## config.mk

```make
export PLATFORM = sky130hd
export DESIGN_NAME = if_id_stage
export DESIGN_NICKNAME = d
export VERILOG_FILES = /design/src/rtl/cpu_defs.sv /design/src/rtl/load_use_detect.sv /design/src/rtl/if_id_stage.sv
export SDC_FILE = /design/constraint.sdc
export NUM_CORES = 1
export LEC_CHECK = 0
export ABC_AREA = 1
export BUFFER_PORTS_ARGS = -buffer_cell sky130_fd_sc_hd__buf_2
export CORE_UTILIZATION = 50
export CTS_CLUSTER_DIAMETER = 150
export CTS_CLUSTER_SIZE = 40
export DETAILED_ROUTE_END_ITERATION = 6
export GPL_TIMING_DRIVEN = 0
export PLACE_DENSITY = 0.91
export REMOVE_ABC_BUFFERS = 1
export SYNTH_ARGS = -nofsm -noshare
export SYNTH_HDL_FRONTEND = slang
export SYNTH_SLANG_ARGS = --single-unit
```

## constraint.sdc

```tcl
create_clock -name clk -period 2.4 [get_ports clk]
set_input_delay 0.48 -clock clk [delete_from_list [all_inputs] [get_ports clk]]
set_output_delay 0.48 -clock clk [all_outputs]
set_load 0.01 [all_outputs]
```

## src/rtl/cpu_defs.sv

```systemverilog
// Shared definitions for the MIPS pipeline: opcodes, the NOP word and the IF/ID FSM state type.
package cpu_defs;

  localparam logic [31:0] NOP_INSTR = 32'h0000_0000;

  localparam logic [5:0] OP_RTYPE = 6'h00;
  localparam logic [5:0] OP_BEQ   = 6'h04;
  localparam logic [5:0] OP_BNE   = 6'h05;
  localparam logic [5:0] OP_SW    = 6'h2B;
  localparam logic [5:0] OP_LW    = 6'h23;

  typedef enum logic [0:0] {
    RUN      = 1'b0,
    EXC_HOLD = 1'b1
  } ifid_state_e;

endpackage

```

## src/rtl/load_use_detect.sv

```systemverilog
// Combinational load-use hazard detect between the load in EX and the instruction in ID.
module load_use_detect
  import cpu_defs::*;
(
  input  logic       valid_i,
  input  logic [5:0] op_i,
  input  logic [4:0] rs_i,
  input  logic [4:0] rt_i,
  input  logic       mem_read_i,
  input  logic [4:0] ex_rt_i,
  output logic       lu_o
);

  logic uses_rt;

  always_comb begin
    uses_rt = (op_i == OP_RTYPE) || (op_i == OP_BEQ) || (op_i == OP_BNE) || (op_i == OP_SW);
    lu_o    = valid_i && mem_read_i && (ex_rt_i != 5'd0) &&
              ((ex_rt_i == rs_i) || (uses_rt && (ex_rt_i == rt_i)));
  end

endmodule

```

## src/rtl/if_id_stage.sv

```systemverilog
// IF/ID pipeline register with fetch-side hazard control (load-use, branch, exception, imem wait)
// and a saturating counter of PC-hold cycles.
module if_id_stage #(
  parameter logic [31:0] NOP_INSTR = cpu_defs::NOP_INSTR,
  parameter int unsigned CNT_W     = 16
) (
  input  logic             clk,
  input  logic             reset,
  input  logic [31:0]      pc_4_in,
  input  logic [31:0]      instr_in,
  input  logic             imem_ready,
  input  logic             pc_src,
  input  logic             error,
  input  logic             id_ex_mem_read,
  input  logic [4:0]       id_ex_rt,
  output logic             pc_write,
  output logic             if_lw,
  output logic             pc_flush,
  output logic             id_bubble,
  output logic [31:0]      instr_out,
  output logic [31:0]      pc_4_out,
  output logic             valid_out,
  output logic [CNT_W-1:0] stall_cnt
);
  import cpu_defs::*;

  ifid_state_e      state_q, state_d;
  logic [31:0]      instr_q, instr_d;
  logic [31:0]      pc4_q, pc4_d;
  logic             valid_q, valid_d;
  logic [CNT_W-1:0] cnt_q, cnt_d;
  logic             lu;

  load_use_detect u_load_use_detect (
    .valid_i    (valid_q),
    .op_i       (instr_q[31:26]),
    .rs_i       (instr_q[25:21]),
    .rt_i       (instr_q[20:16]),
    .mem_read_i (id_ex_mem_read),
    .ex_rt_i    (id_ex_rt),
    .lu_o       (lu)
  );

  always_comb begin
    state_d   = RUN;
    instr_d   = instr_q;
    pc4_d     = pc4_q;
    valid_d   = valid_q;
    pc_write  = 1'b1;
    if_lw     = 1'b0;
    pc_flush  = 1'b0;
    id_bubble = 1'b0;

    if (reset) begin
      instr_d = NOP_INSTR;
      pc4_d   = 32'd0;
      valid_d = 1'b0;
    end else if (error) begin
      instr_d   = NOP_INSTR;
      valid_d   = 1'b0;
      pc_flush  = 1'b1;
      id_bubble = 1'b1;
      state_d   = EXC_HOLD;
    end else if (state_q == EXC_HOLD) begin
      // error is low here, so the hold always ends after this cycle
      instr_d  = NOP_INSTR;
      valid_d  = 1'b0;
      pc_flush = 1'b1;
    end else if (pc_src) begin
      // branch resolves in ID, so it outranks a load-use stall on itself
      instr_d = NOP_INSTR;
      valid_d = 1'b0;
    end else if (lu) begin
      pc_write  = 1'b0;
      if_lw     = 1'b1;
      id_bubble = 1'b1;
    end else if (!imem_ready) begin
      instr_d  = NOP_INSTR;
      valid_d  = 1'b0;
      pc_write = 1'b0;
      pc_flush = 1'b1;
    end else begin
      instr_d = instr_in;
      pc4_d   = pc_4_in;
      valid_d = 1'b1;
    end

    cnt_d = cnt_q;
    if (reset) begin
      cnt_d = '0;
    end else if (!pc_write && (cnt_q != {CNT_W{1'b1}})) begin
      cnt_d = cnt_q + CNT_W'(1);
    end
  end

  always_ff @(posedge clk) begin
    if (reset) begin
      state_q <= RUN;
      instr_q <= NOP_INSTR;
      pc4_q   <= 32'd0;
      valid_q <= 1'b0;
      cnt_q   <= '0;
    end else begin
      state_q <= state_d;
      instr_q <= instr_d;
      pc4_q   <= pc4_d;
      valid_q <= valid_d;
      cnt_q   <= cnt_d;
    end
  end

  assign instr_out = instr_q;
  assign pc_4_out  = pc4_q;
  assign valid_out = valid_q;
  assign stall_cnt = cnt_q;

endmodule

```

### After elaboration in Yosys (flattened, before gate mapping)

Cells that the tools add are included.

* add/sub/neg operators: 1
* reduce and logical (&&, ||, !) cells: 14
* equal/unequal tests: 6
* mux-type cells: 21
* bitwise operators: 4

Operators by type and width (number)
* 32-bit two-way mux: 1
* 1-bit two-way mux: 20
* 16-bit by 1-bit adder with 16-bit output, second input constant: 1
* 16-bit != test, second input constant: 1
* 6-bit by 3-bit equality test with 1-bit output, second input constant: 2
* 5-bit equality test: 2
* 6-bit equality test, second input constant: 1
* 6-bit logical NOT: 1
* 1-bit logical AND: 5
* 5-bit AND reduction: 1
* 5-bit nonzero test: 1
* 1-bit logical OR: 4
* 1-bit inverter: 4
* 4-bit OR reduction: 1
* 1-bit logical NOT: 1

* flip-flop bits (word level): 82

### Depth between registers and ports, before layout

Gate-level depths: netlist of run 1.

* depth after elaboration: 14
* depth in mapped cells: 13

### Modules after synthesis

A second synthesis of run 1 with hierarchy kept.

* cells, all modules: 482
* area, all modules: 3572.2 um^2

Modules (own cells, without submodules)
* if_id_stage: times used 1, area each 3298.2 um^2, seq. area each 1641.6 um^2, cells each 415
* load_use_detect: times used 1, area each 274.0 um^2, seq. area each 0.0 um^2, cells each 67

### Least setup slack after synthesis of run 1

OpenSTA, ideal clock, no wires.

* kind: in2out
* start point: in id_ex_rt[0]
* end point: out if_lw
* path buffers: 1
* slack: 0.480 ns
* stages on the path: 11
* arrival: 1.440 ns
* path through: inv_1 -> nand2_1 -> nand2_1 -> nor2_1 -> nand3_1 -> o21ai_1 -> nand2_2 -> inv_2 -> nand2_2 -> inv_2 -> buf_4

* word-level cells in the longest chain between the ends: 9
* elaborated cells between the ends (all ways): 12
* those cells by class: eq/ne (2); mux (5); reduce/logical (5)

RTL lines
* start, declared: RTL line if_id_stage.sv:15 `input logic [4:0] id_ex_rt,`
* 5-bit equality test: RTL line load_use_detect.sv:19 `((ex_rt_i == rs_i) || (uses_rt && (ex_rt_i == rt_i)));`
* 1-bit logical AND: RTL line load_use_detect.sv:19
* 1-bit logical OR: RTL line load_use_detect.sv:19
* 1-bit logical AND *: RTL line load_use_detect.sv:18 `lu_o = valid_i && mem_read_i && (ex_rt_i != 5'd0) &&`
* 1-bit two-way mux *: RTL line if_id_stage.sv:73 `end else if (lu) begin`
* 1-bit two-way mux *: RTL line if_id_stage.sv:69 `end else if (pc_src) begin`
* 1-bit two-way mux *: RTL line if_id_stage.sv:64 `end else if (state_q == EXC_HOLD) begin`
* 1-bit two-way mux *: RTL line if_id_stage.sv:58 `end else if (error) begin`
* 1-bit two-way mux *: RTL line if_id_stage.sv:54 `if (reset) begin`
* end, declared: RTL line if_id_stage.sv:17 `output logic if_lw,`

Mark *: on every way between the ends. The rest lies on a longest branch, timed or not.

### Final worst setup path of run 1

* start point: in reset
* end point: out pc_write

* word-level cells in the longest chain between the ends: 1

RTL lines
* start, declared: RTL line if_id_stage.sv:8 `input logic reset,`
* 1-bit two-way mux: RTL line if_id_stage.sv:54
* end, declared: RTL line if_id_stage.sv:16 `output logic pc_write,`

No other way between the ends.

==> flow_summary.rst, run 1 <==
.. list-table::
   :header-rows: 1

   * - Metric
     - Value
   * - Overall routed net length
     - slightly below 9 mm
   * - Transition time of the tightest slew-check pin
     - around 600 ps
   * - Full die area
     - roughly 7400 um2
   * - Final Cycle Share
     - 0.9670
   * - Share of synthesized area occupied by flip-flops and latches
     - 0.4633
   * - Row count
     - 30
   * - Cell area power density
     - 585.3 nW/um2
   * - Result of the run
     - completed
   * - Area of the multi-input gates
     - between 1500 and 2000 um2
   * - Number of non-filler instances in the completed layout
     - roughly 730
   * - Starting density of the core
     - 0.5187
   * - # hold bufs at CTS
     - 0
   * - Synthesized netlist cell count
     - roughly 470
   * - Placeable Area
     - 6832 um2
   * - Count of nets left with antenna violations after detail routing
     - 0
   * - Worst Hold Class
     - input pin to flip-flop
   * - Met3 usage in global routing
     - 0.06000
   * - Wire length of the first global-routing pass
     - 14.07 mm
   * - Die Ht
     - 86.19 um
   * - Number of distinct library cell variants in the gate-level netlist after synthesis
     - 28
   * - Classification of the worst setup path
     - input pin to primary output
   * - Sum of overflow across all layers after global routing
     - 0
   * - Number of buffers added by the clock tree synthesis step
     - 9
   * - Type of origin of the critical path
     - input pin
   * - Share of synthesized registers carrying an async set or reset
     - 0
   * - Cells along the critical path
     - buf_2 -> inv_8 -> nand2_1 -> nor2_4 -> buf_4 -> nand2_1 -> buf_2
   * - Total of max-cap violations
     - 0
   * - WP buf/inv
     - 4
   * - Routing usage on met1
     - 0.2600
   * - Signed area change from the synthesized netlist to the final layout
     - 33.23%
   * - Nature of the critical path endpoint
     - primary output
   * - Clock Latency Late Sink
     - 340 ps
   * - Highest ir drop seen on vdd
     - between 0.0004 and 0.0005 V
   * - Post-synthesis cell area
     - 3543 um2
   * - Worst stage delay on the critical path
     - around 280 ps
   * - Clock root cell
     - sky130_fd_sc_hd__clkbuf_8
   * - Setup repair after global routing missed its margin
     - true
   * - EDFF count, synth
     - 0
   * - Total number of vias
     - roughly 3600
   * - CTS tree
     - built
   * - Normalized max-slew margin
     - 0.5916
   * - Total negative slack
     - 0 ps
   * - Final critical delay including setup and external delays
     - roughly 2300 ps
   * - Worst-path fanout max
     - 33
   * - Maximum level of the CTS H-tree
     - 3
   * - Required time of the critical path
     - between 1500 and 2000 ps
   * - Largest area contributor in the netlist
     - sky130_fd_sc_hd__dfxtp_1
   * - Number of DRC violations after detailed routing
     - 0
   * - Overall power after layout
     - 2763 uW
   * - Leakage component of the power
     - between 0.002 and 0.0025 uW
   * - CP delay by family, top
     - buffers and inverters
   * - Die Width
     - 86.19 um
   * - Half-perimeter wire length of the detailed placement result
     - between 6 and 7 mm
   * - Worst Clk Skew
     - approximately 11 ps
   * - Number of fill cells
     - about 570
   * - Final setup slack of the worst path
     - between 70 and 80 ps
   * - Drt first-iter violations
     - 125
   * - Final net count
     - between 700 and 800
   * - Synthesis warning total
     - 0
   * - Setup WS pre-CTS
     - -1658 ps
   * - Post-synth top cells
     - 82 x sky130_fd_sc_hd__dfxtp_1, 82 x sky130_fd_sc_hd__inv_1, 77 x sky130_fd_sc_hd__nand2_1
   * - Data arrival, critical path
     - between 1500 and 2000 ps
   * - Top-level port count
     - 160
   * - Final design area excluding fillers
     - roughly 4700 um2
   * - Clock Sinks
     - 82
   * - Largest net degree at the start of global routing
     - 65
   * - Antenna violations before repair
     - 1
   * - Cell area reported after detailed placement
     - between 4000 and 5000 um2
   * - Routability Congestion
     - 0.8814
   * - Port-buffer cells
     - about 160
   * - Prevailing post-synth register cell
     - sky130_fd_sc_hd__dfxtp_1
   * - Layout cell share with drive strength beyond 1
     - 0.3471
   * - Peak-usage layer in the global routing report
     - met2
   * - Share of the synthesized area in the top cell type
     - 0.4633
   * - Final number of max-transition violations
     - 0
   * - Average vias per placed instance
     - 4.894
   * - Synth Register Bits
     - between 80 and 90
   * - Clock transition at the registers of the reported paths
     - ~90 ps
   * - Count of endpoints failing hold in the final timing report
     - 0
   * - Number of buffers between clock root and the deepest sink
     - 2
   * - Count of placed standard cells including taps
     - roughly 700
   * - Critical path's slowest cell
     - sky130_fd_sc_hd__buf_2
   * - Cells taking the most area after synthesis
     - sky130_fd_sc_hd__dfxtp_1 46%, sky130_fd_sc_hd__inv_1 8.7%, sky130_fd_sc_hd__nand2_1 8.2%
   * - Combined global-route utilization of all metal layers
     - 0.2369
   * - Setup violation total in the final timing report
     - 0
   * - Met2 demand-to-capacity share in global routing
     - 0.4257
   * - First-pass detailed-route iteration total
     - 4
   * - Storage cell area
     - between 1500 and 2000 um2
   * - Via count of the first global-routing pass
     - ~3400
   * - Maximum operating frequency
     - ~430 MHz
   * - Mean routed wirelength per cell
     - 12.29 um
   * - Average cell area after synthesis
     - 7.571 um2
[sequential cells by signal, summed over array words and instances (netlist names)]
| signal | flops |
|---|---|
| state_q | 1 |
| stall_cnt | 16 |
| valid_out | 1 |
| pc_4_out | 32 |
| instr_out | 32 |
[logic make-up after synthesis]
kind of cell / Yosys count / share of synthesized area
flops: 82 / 0.4633
xor+xnor: 18 / 0.04449
fa+ha+maj: 1 / 0.003531
simple gates: 141 / 0.1854
buf+inv: 110 / 0.1246
compound gates: 116 / 0.1787
[per-layer routing]
metal	routed length [um]	up-vias
li1	-	1812
met1	3684	1582
met2	4424	151
met3	643	18
met4	198	0
met5	0	-
[per-stage QoR]
stage                 util  hold WS, ps
floorplan                -        468.0
finish              0.6910        371.4
global placement    0.6370        429.3
detailed placement  0.6370        433.3
global route        0.6910        369.2
CTS                 0.6764        354.0
[power breakdown]
group | switching [uW] | internal [uW] | total (uW)
registers | 18.7 | 1390 | 1410
clock network | 486 | 616 | 1100
logic | 142 | 106 | 248
[path summary, 6_finish.rpt]
kind,from,end,slack [ps],depth (start not counted)
setup reg to reg,stall_cnt[0],stall_cnt[11],350,9
hold reg to reg,pc_4_out[13],pc_4_out[13],440,2
hold / removal,instr_in[9],instr_out[9],370,3
setup / recovery,reset,pc_write,80,7
[cell usage in the layout, fill, tap and decap left out, drive strengths merged]
cell | Yosys | final
nand4 | 17 | 17
nand3b | 2 | 2
buf | 14 | 166
dfxtp | 82 | 82
xnor2 | 9 | 9
nand3 | 14 | 14
o21ai | 56 | 56
clkbuf | 7 | 10
nand2 | 81 | 81
bufinv | 0 | 2
a21oi | 49 | 49
inv | 89 | 90
xor2 | 9 | 9
nor2 | 22 | 23
ha | 1 | 1
nor3 | 5 | 5
a21boi | 1 | 1
clkinvlp | 0 | 1
o22ai | 10 | 10
diode | 0 | 1
clkinv | 0 | 3
[worst reg2reg max path: cells and delay by family (launching register included)]
kind | cells | cell delay, ps
compound gates | 1 | 120
fa+ha+maj | 1 | 220
buf+inv | 1 | 130
flops | 1 | 430
simple gates | 6 | 1080
[cell type report]
type | instances | area share
diodes | 1 | 0.0005301
clock buffers | 10 | 0.02915
clock inverters | 6 | 0.01908
inverters | 89 | 0.07448
multi-input cells | 277 | 0.3207
flip-flops and latches | 82 | 0.3488
well taps | 96 | 0.02544
repair buffers | 166 | 0.1805
repair inverters | 1 | 0.001325
[repair_timing]
action | in CTS | in global routing
setup endpoints to repair | 68 | 35
cloned | 1 | 1
pin swaps | 1 | 5
resized for setup | 8 | 14
buffers inserted | 1 | 6
(Power assumes the default switching activity.)
==> inputs of run 2 (changes only) <==
--- a/config.mk
+++ b/config.mk
@@ -7,12 +7,14 @@
 export LEC_CHECK = 0
 export ABC_AREA = 1
 export BUFFER_PORTS_ARGS = -buffer_cell sky130_fd_sc_hd__buf_2
-export CORE_UTILIZATION = 50
+export CELL_PAD_IN_SITES_DETAIL_PLACEMENT = 0
+export CELL_PAD_IN_SITES_GLOBAL_PLACEMENT = 1
+export CORE_UTILIZATION = 35
 export CTS_CLUSTER_DIAMETER = 150
 export CTS_CLUSTER_SIZE = 40
 export DETAILED_ROUTE_END_ITERATION = 6
 export GPL_TIMING_DRIVEN = 0
-export PLACE_DENSITY = 0.91
+export PLACE_DENSITY = 0.92
 export REMOVE_ABC_BUFFERS = 1
 export SYNTH_ARGS = -nofsm -noshare
 export SYNTH_HDL_FRONTEND = slang
==> run 2 against run 1 <==
Final cell count rose by 4.1%. Non-clock buffer count fell by 6. Setup slack better by 12 ps. Core utilization fell by 21 points. Global-route usage fell by 6.5 points. Combinational power barely moved. First-iteration DRC count shrank 17%. Via count fell by 3.6%. Sequential power is essentially flat. Clock power shrank 9%. Critical path type unchanged.
==> flow_summary.rst, run 2 (synthesized netlist as in run 1, its figures left out) <==
.. list-table::
   :header-rows: 1

   * - Metric
     - Value
   * - Maximum level of the CTS H-tree
     - 3 (unchanged)
   * - Type of origin of the critical path
     - input pin (unchanged)
   * - Cell area power density
     - 565.7 nW/um2 (was 585.3 nW/um2)
   * - Final design area excluding fillers
     - 4698 um2 (was 4721 um2)
   * - Nature of the critical path endpoint
     - primary output (unchanged)
   * - Number of fill cells
     - 1018 (was 568)
   * - Most common cell after layout, fill and taps aside
     - sky130_fd_sc_hd__buf_2 (unchanged)
   * - Transition time of the tightest slew-check pin
     - 641.1 ps (was 611.8 ps)
   * - Cells along the critical path
     - buf_2 -> inv_8 -> nand2_1 -> nor2_4 -> nand2_8 -> clkinv_8 -> buf_2 (was buf_2 -> inv_8 -> nand2_1 -> nor2_4 -> buf_4 -> nand2_1 -> buf_2)
   * - Number of buffers between clock root and the deepest sink
     - 2 (unchanged)
   * - Final critical delay including setup and external delays
     - 2309 ps (was 2321 ps)
   * - Setup repair after global routing missed its margin
     - true (unchanged)
   * - Maximum operating frequency
     - 433.1 MHz (was 430.9 MHz)
   * - Normalized max-slew margin
     - 0.5721 (was 0.5916)
   * - Largest net degree at the start of global routing
     - 65 (unchanged)
   * - Overall routed net length
     - 9.066 mm (was 8.950 mm)
   * - Number of DRC violations after detailed routing
     - 0 (unchanged)
   * - Port-buffer cells
     - 159 (unchanged)
   * - Full die area
     - 10530 um2 (was 7428 um2)
   * - Highest ir drop seen on vdd
     - 0.0002741 V (was 0.0004782 V)
   * - Combined global-route utilization of all metal layers
     - 0.1718 (was 0.2369)
   * - Worst reg2reg path endpoint
     - pc_4_out[6] (was stall_cnt[11])
   * - Die Ht
     - 102.6 um (was 86.19 um)
   * - Sum of overflow across all layers after global routing
     - 0 (unchanged)
   * - Clock transition at the registers of the reported paths
     - 80 ps (was 90 ps)
   * - WP buf/inv
     - 4 (unchanged)
   * - Setup violation total in the final timing report
     - 0 (unchanged)
   * - Worst-path fanout max
     - 33 (unchanged)
   * - Mean routed wirelength per cell
     - 11.96 um (was 12.29 um)
   * - Signed area change from the synthesized netlist to the final layout
     - 32.59% (was 33.23%)
   * - Total negative slack
     - 0 ps (unchanged)
   * - Drt first-iter violations
     - 104 (was 125)
   * - # hold bufs at CTS
     - 0 (unchanged)
   * - Worst stage delay on the critical path
     - 460 ps (was 280 ps)
   * - Placeable Area
     - 9774 um2 (was 6832 um2)
   * - First-pass detailed-route iteration total
     - 4 (unchanged)
   * - Most frequent CP cell
     - sky130_fd_sc_hd__buf_2
   * - Worst Hold Class
     - input pin to flip-flop (unchanged)
   * - Worst r2r path cells
     - 8 (was 9)
   * - Antenna violations before repair
     - 0 (was 1)
   * - Start point of the worst min-delay path
     - instr_in[21] (was instr_in[9])
   * - Result of the run
     - completed (unchanged)
   * - Final net count
     - 696 (was 702)
   * - Worst Clk Skew
     - 6.603 ps (was 10.57 ps)
   * - Die Width
     - 102.6 um (was 86.19 um)
   * - Number of buffers added by the clock tree synthesis step
     - 9 (unchanged)
   * - Leakage component of the power
     - 0.002281 uW (was 0.002325 uW)
   * - Top-level port count
     - 160 (unchanged)
   * - Half-perimeter wire length of the detailed placement result
     - 6.331 mm (was 6.114 mm)
   * - Final Cycle Share
     - 0.9621 (was 0.9670)
   * - Overall power after layout
     - 2658 uW (was 2763 uW)
   * - Layout cell share with drive strength beyond 1
     - 0.3408 (was 0.3471)
   * - Clock Latency Late Sink
     - 350 ps (was 340 ps)
   * - Total number of vias
     - 3433 (was 3563)
   * - CP delay by family, top
     - buffers and inverters (unchanged)
   * - Data arrival, critical path
     - 1830 ps (was 1840 ps)
   * - Worst-case register-to-register setup slack
     - 400 ps (was 350 ps)
   * - Count of nets left with antenna violations after detail routing
     - 0 (unchanged)
   * - Total of max-cap violations
     - 0 (unchanged)
   * - Count of endpoints failing hold in the final timing report
     - 0 (unchanged)
   * - Starting density of the core
     - 0.3625 (was 0.5187)
   * - Classification of the worst setup path
     - input pin to primary output (unchanged)
   * - Antenna cell count
     - 0 (was 1)
   * - Clock Sinks
     - 82 (unchanged)
   * - Most frequent cells in the layout
     - 159 x sky130_fd_sc_hd__buf_2, 82 x sky130_fd_sc_hd__inv_1, 77 x sky130_fd_sc_hd__nand2_1, 76 x sky130_fd_sc_hd__dfxtp_1, 39 x sky130_fd_sc_hd__a21oi_1 (was 159 x sky130_fd_sc_hd__buf_2, 81 x sky130_fd_sc_hd__inv_1, 78 x sky130_fd_sc_hd__dfxtp_1, 77 x sky130_fd_sc_hd__nand2_1, 39 x sky130_fd_sc_hd__a21oi_1)
   * - Post-Route Utilization
     - 0.4807 (was 0.6910)
   * - Cell area reported after detailed placement
     - 4398 um2 (was 4352 um2)
   * - Launch point of the worst reg-to-reg path
     - instr_out[22] (was stall_cnt[0])
   * - CTS tree
     - built (unchanged)
   * - Critical path's slowest cell
     - sky130_fd_sc_hd__buf_2 (unchanged)
   * - Final number of max-transition violations
     - 0 (unchanged)
   * - Worst hold stages
     - 3 (unchanged)
   * - Average vias per placed instance
     - 4.529 (was 4.894)
   * - Clock root cell
     - sky130_fd_sc_hd__clkbuf_8 (unchanged)
   * - Hold worst-path end
     - instr_out[21] (was instr_out[9])
   * - Row count
     - 36 (was 30)
   * - Required time of the critical path
     - 1920 ps (about the same)
   * - Wire length of the first global-routing pass
     - 14.13 mm (was 14.07 mm)
   * - Routability Congestion
     - 0.8176 (was 0.8814)
   * - Via count of the first global-routing pass
     - 3111 (was 3374)
## run 2: worst register-to-register path, stage by stage (launching register included)
cell and delay [ps]:
sky130_fd_sc_hd__dfxtp_1 370, sky130_fd_sc_hd__xor2_1 150, sky130_fd_sc_hd__nor2_1 80, sky130_fd_sc_hd__nand3_1 80
sky130_fd_sc_hd__o21ai_2 70, sky130_fd_sc_hd__nand2_4 150, sky130_fd_sc_hd__nand3_4 480, sky130_fd_sc_hd__o21ai_0 410
sky130_fd_sc_hd__a21oi_1 80
## run 2: routing by layer
metal | track usage | vias to the layer above | wire length, um
met5 | 0 | - | 0
met4 | 0.06923 | 0 | 131
met3 | 0.04271 | 11 | 587
met2 | 0.2985 | 100 | 4266
met1 | 0.2022 | 1520 | 4081
li1 | - | 1802 | -
## run 2: timing repair
item,CTS,global route
setup buffers,1,0
gates cloned,1,1
endpoints found under the setup margin,82,68
gates resized for setup,7,17
pin swaps,1,1
## run 2: through the flow
step,setup WS [ps],hold WS [ps],cells
after CTS,-139.4,345.6,757
final,90.85,367.9,758
after global routing,-21.59,351.4,758
after global placement,-1713,429.8,739
after floorplan,-305.1,468.0,447
after detailed placement,-1830,433.3,739
## run 2: power breakdown
part           total [uW]  switching [uW]  internal, uW
registers            1410            18.2          1390
logic                 247             141           107
clock network         998             512           485
total                2660             671          1990
## run 2: cell type report
class | instances | area [um2] | share of cell area
flip-flops and latches | 82 | 1649 | 0.3510
multi-input cells | 277 | 1520 | 0.3236
repair buffers | 160 | 803.3 | 0.1710
inverters | 89 | 356.6 | 0.07590
well taps | 133 | 166.4 | 0.03542
clock buffers | 10 | 127.6 | 0.02716
clock inverters | 6 | 66.31 | 0.01411
repair inverters | 1 | 8.758 | 0.001864
## run 2: worst max path at each step
stage	to	cells past startpoint	from	slack, ps
6_report	if_lw	7	reset	90
5_1_grt	if_lw	11	instr_out[20]	-20
4_1_cts	pc_4_out[2]	9	instr_out[27]	-140
3_5_place_dp	instr_out[3]	6	reset	-1830
3_3_place_gp	instr_out[3]	6	reset	-1710
2_1_floorplan	instr_out[0]	5	reset	-310
